===== src/rtl/gcd_scheduler.sv =====
// gcd_scheduler: round-robin arbiter sharing one subtractive GCD engine between N_REQ requesters,
// with a zero-operand bypass and a WAIT watchdog.
module gcd_scheduler #(
    parameter int N_REQ      = 4,
    parameter int DATA_WIDTH = 8,
    parameter int TIMEOUT    = 1024
) (
    input  logic                        clk,
    input  logic                        n_rst,
    input  logic [N_REQ-1:0]            req,
    input  logic [N_REQ*DATA_WIDTH-1:0] req_a,
    input  logic [N_REQ*DATA_WIDTH-1:0] req_b,
    output logic [N_REQ-1:0]            ack,
    output logic [DATA_WIDTH-1:0]       res,
    output logic                        err,
    output logic                        busy,
    output logic                        eng_start,
    output logic [DATA_WIDTH-1:0]       eng_a,
    output logic [DATA_WIDTH-1:0]       eng_b,
    input  logic                        eng_done,
    input  logic [DATA_WIDTH-1:0]       eng_res
);
    localparam int IW = $clog2(N_REQ);
    localparam int TW = $clog2(TIMEOUT);

    typedef enum logic [1:0] {IDLE, LAUNCH, WAIT, RESP} state_t;

    state_t                state_q, state_d;
    logic [IW-1:0]         ptr_q, ptr_d, grant_q, grant_d;
    logic [DATA_WIDTH-1:0] a_q, a_d, b_q, b_d, res_q, res_d;
    logic [TW-1:0]         timer_q, timer_d;
    logic                  err_q, err_d;
    logic                  found;
    logic [IW-1:0]         pick, cand;
    logic [DATA_WIDTH-1:0] a_arr [N_REQ];
    logic [DATA_WIDTH-1:0] b_arr [N_REQ];

    for (genvar i = 0; i < N_REQ; i++) begin : g_unpack
        assign a_arr[i] = req_a[i*DATA_WIDTH +: DATA_WIDTH];
        assign b_arr[i] = req_b[i*DATA_WIDTH +: DATA_WIDTH];
    end

    // First pending request at or after ptr, wrapping modulo N_REQ.
    always_comb begin
        found = 1'b0;
        pick  = '0;
        cand  = '0;
        for (int i = 0; i < N_REQ; i++) begin
            cand = IW'((int'(ptr_q) + i) % N_REQ);
            if (!found && req[cand]) begin
                found = 1'b1;
                pick  = cand;
            end
        end
    end

    always_comb begin
        state_d = state_q;
        ptr_d   = ptr_q;
        grant_d = grant_q;
        a_d     = a_q;
        b_d     = b_q;
        timer_d = timer_q;
        res_d   = res_q;
        err_d   = err_q;
        case (state_q)
            IDLE: if (found) begin
                grant_d = pick;
                a_d     = a_arr[pick];
                b_d     = b_arr[pick];
                timer_d = '0;
                if (a_d == '0 || b_d == '0) begin
                    res_d   = a_d | b_d;
                    err_d   = 1'b0;
                    state_d = RESP;
                end else begin
                    state_d = LAUNCH;
                end
            end
            LAUNCH: state_d = WAIT;
            WAIT: if (eng_done) begin
                res_d   = eng_res;
                err_d   = 1'b0;
                state_d = RESP;
            end else if (timer_q == TW'(TIMEOUT - 1)) begin
                res_d   = '0;
                err_d   = 1'b1;
                state_d = RESP;
            end else begin
                timer_d = timer_q + 1'b1;
            end
            RESP: begin
                ptr_d   = (grant_q == IW'(N_REQ - 1)) ? '0 : grant_q + 1'b1;
                state_d = IDLE;
            end
            default: state_d = IDLE;
        endcase
    end

    always_ff @(posedge clk or negedge n_rst) begin
        if (!n_rst) begin
            state_q <= IDLE;
            ptr_q   <= '0;
            grant_q <= '0;
            a_q     <= '0;
            b_q     <= '0;
            timer_q <= '0;
            res_q   <= '0;
            err_q   <= 1'b0;
        end else begin
            state_q <= state_d;
            ptr_q   <= ptr_d;
            grant_q <= grant_d;
            a_q     <= a_d;
            b_q     <= b_d;
            timer_q <= timer_d;
            res_q   <= res_d;
            err_q   <= err_d;
        end
    end

    assign ack       = {{(N_REQ-1){1'b0}}, state_q == RESP} << grant_q;
    assign res       = (state_q == RESP) ? res_q : '0;
    assign err       = (state_q == RESP) && err_q;
    assign busy      = state_q != IDLE;
    assign eng_start = state_q == LAUNCH;
    assign eng_a     = a_q;
    assign eng_b     = b_q;
endmodule


===== config.mk =====
export PLATFORM = sky130hd
export DESIGN_NAME = gcd_scheduler
export DESIGN_NICKNAME = d
export VERILOG_FILES = /design/src/rtl/gcd_scheduler.sv
export SDC_FILE = /design/constraint.sdc
export NUM_CORES = 1
export LEC_CHECK = 0
export CORE_UTILIZATION = 43
export DETAILED_ROUTE_END_ITERATION = 8
export PLACE_DENSITY_LB_ADDON = 0.12
export SLEW_MARGIN = 10
export SYNTH_ARGS = -nofsm -noshare
export SYNTH_HDL_FRONTEND = slang
export SYNTH_SLANG_ARGS = --single-unit

===== constraint.sdc =====
create_clock -name clk -period 3.7 [get_ports clk]
set_input_delay 0.37 -clock clk [delete_from_list [all_inputs] [get_ports clk]]
set_output_delay 0.37 -clock clk [all_outputs]
set_load 0.02 [all_outputs]

==> qor.txt <==
FILL cells -> 505
Area Growth Syn to Fin -> 53.4%
Critical path startpoint -> req[2]
Buffers on Ports -> 109
Worst path max stage delay -> 0.50 ns
Critical-path top delay cell -> or3b_2
RSZ-0062 raised after global routing -> false
Crit path DAT -> 3.46 ns
# nets final -> 469
PwrDens -> 736 nW/um^2
Clock latency on the worst-skew pair -> 0.30 ns
CTS tree -> yes
Die ar. -> 6440 sq um
DRC Markers -> 0
Area after DPL -> 3940 sq um
Metal-1 WL -> 3.38 mm
Layout cell share with drive strength beyond 1 -> 15.1%
Post-Place Setup Slack -> 0.0882 ns
H-tree depth -> 2
Top layer reached by signal wires -> met4
Max-slew violation count -> 0
Worst setup margin -> 0.421 ns
Placer congestion estimate -> 0.783
Cells after Synth -> 260
Synthesized net count -> 346
Final WL -> 7.48 mm
Max cap viols -> 0
Horiz. Die Dim -> 80.3 microns
Worst-path cell chain -> clkdlybuf4s50_1 > or3b_2 > o221ai_4 > buf_12 > mux2i_1 > mux2i_1 > nor4_1 > nand2_1 > a311oi_4 > buf_12 > mux2_2
DP HPWL -> 5.78 mm
Placed cells -> 451
R2r setup slk -> 0.46 ns
First-pass GRT wire length -> 11.8 mm
VDD IR max -> 0.451 mV
Initial core utilization -> 44.5%
Row cnt -> 28
Synthesis Warnings -> 0
Status -> complete, no violations
Mean Syn Cell Area -> 10.1 sq um
Clock tree buffer depth -> 2
Core footprint -> 5920 sq um
Post-CTS sizing -> 0
WL/cell -> 16.3 microns
Most used DFF post-synth -> dfrtp_1
DRT Pass-1 Iters -> 4
Clock slew at reported path FFs -> 0.08 ns
Clock Skew -> 0.00386 ns
Initial antenna violation count -> 0
Share of the synthesized area in the top cell type -> 39.0%
I/O pins -> 110
Worst hold path class -> input port to asynchronous set/reset pin
Kind of start point of the critical path -> input port
Power, Total -> 2970 uW
Worst Path Max Fanout -> 32
Mapped cell area -> 2630 sq um
Vias in the first global route -> 2497
Pin count of the biggest net entering global routing -> 42
ANT nets after route -> 0
Tcrit/Tclk final -> 88.6%
Final-report hold violation count -> 0
Synth area leader -> dfrtp_1
Top cells by area, synth -> dfrtp_1, mux2i_1, mux2_2
Met2 WL post-DR -> 3.55 mm
Slew HR -> 39.8%
Initial DRC count -> 83
# diodes -> 0
Most instantiated library cell after synthesis -> mux2i_1
Final TNS setup -> 0 ns
Setup bufs post-CTS -> 0
Num CTS Buffers -> 5
Gr ovfl total -> 0
Fmax -> 305 MHz
Final Instance Count excl. Fillers -> 458
Crit Path Category -> input port to flop
Critical R2R Launch -> ptr_q[1]
Tot GR Track Use -> 24.3%
Post-synthesis sequential area ratio -> 39.0%
Post-synth EDFFs -> 0
Leakage -> 0.00177 uW
Ys async rst share -> 100%
Final setup fails -> 0
CTS Sinks -> 41
Worst setup EP type -> flop
Tmin final -> 3.28 ns
Flops & latches, synth -> 41
Vias/cell -> 5.34
Via count -> 2444
Worst slew pin tran -> 0.903 ns
CTS hold repair buffers -> 0
Unique masters post-synth -> 37
Post-synth top cells -> mux2i_1, dfrtp_1, nand2_1
Die height -> 80.3 microns
Worst EP required -> 3.88 ns
Finished layout cell area -> 4040 sq um
WL met3 -> 405 microns
CTS Root Cell -> clkbuf_8
==> cell type report <==
type,instances,area (sq um),share of cell area (%)
multi-input cells,198,1530,37.9
repair buffers,127,1250,30.8
flip-flops and latches,41,1030,25.4
well taps,75,93.8,2.32
clock buffers,5,68.8,1.70
inverters,10,37.5,0.929
clock inverters,2,35.0,0.867
==> worst max-delay path, delay by kind of cell <==
family / cells / cell delay [ns]
compound gates: 2 / 0.47
buf+inv: 3 / 0.91
mux: 3 / 0.68
simple gates: 3 / 1.03
==> flip-flops by register name, indices dropped and copies added (netlist names) <==
| name | flops |
|---|---|
| eng_b | 8 |
| eng_a | 8 |
| res_q | 8 |
| timer_q | 10 |
| grant_q | 2 |
| ptr_q | 2 |
| err_q | 1 |
| state_q | 2 |
==> layer usage <==
layer	vias to the layer above	GRT usage (%)
li1	1163	-
met1	1187	31.0
met2	80	41.0
met3	14	4.77
met4	0	8.04
met5	-	0
==> metrics by stage <==
stage | utilization (%) | hold WS [ns]
floorplan | - | 0.0744
global placement | 66.5 | 0.487
detailed placement | 66.5 | 0.493
CTS | 68.2 | 0.236
global route | 68.2 | 0.273
finish | 68.2 | 0.192
==> cell families (layout without fill, tap and decap cells) <==
group                    count (synthesis)  after routing  synth area share [%]
AO/OA/AOI/OAI                           33             33                  8.31
XOR/XNOR                                 5              5                  1.66
adder cells (fa/ha/maj)                  7              7                  3.33
buffers and inverters                   21            144                  3.52
flip-flops                              41             41                  39.0
multiplexers                            76             76                  30.2
AND/OR/NAND/NOR                         77             77                  14.1
==> path summary, 6_finish.rpt <==
kind                            cells after the start       end
worst max-delay path                               11  res_q[1]
worst min-delay path                                1  ptr_q[1]
worst max register to register                     10  res_q[1]
worst min register to register                      1  res_q[7]
max in group asynchronous                           1  eng_a[0]
min in group clk                                    1  res_q[7]
==> placed cells by master (no fill, tap or decap), drive strengths merged <==
cell,synthesis,routed
inv,10,10
a311o,1,1
clkdlybuf4s50,0,108
bufinv,0,1
o31ai,1,1
mux2,27,27
nor3,2,2
nand4,1,1
ha,7,7
or3,3,3
o21ai,16,16
a21oi,6,6
and4,1,1
o22ai,1,1
buf,6,19
clkinv,0,1
a21boi,1,1
nor4,6,6
a22oi,1,1
and2,10,10
dfrtp,41,41
or2,1,1
nand2,29,29
clkbuf,5,5
a311oi,1,1
mux2i,49,49
nand3b,1,1
o221ai,1,1
or3b,1,1
xor2,2,2
a21o,1,1
nand3,2,2
nand2b,4,4
a2bb2oi,1,1
xnor2,3,3
nor2,16,16
a31oi,2,2
==> power breakdown <==
part	internal [uW]	leakage, uW	switching [uW]
registers	639	0.000502	125
logic	952	0.00122	903
clock network	196	0.0000540	158
(Power assumes the default switching activity.)
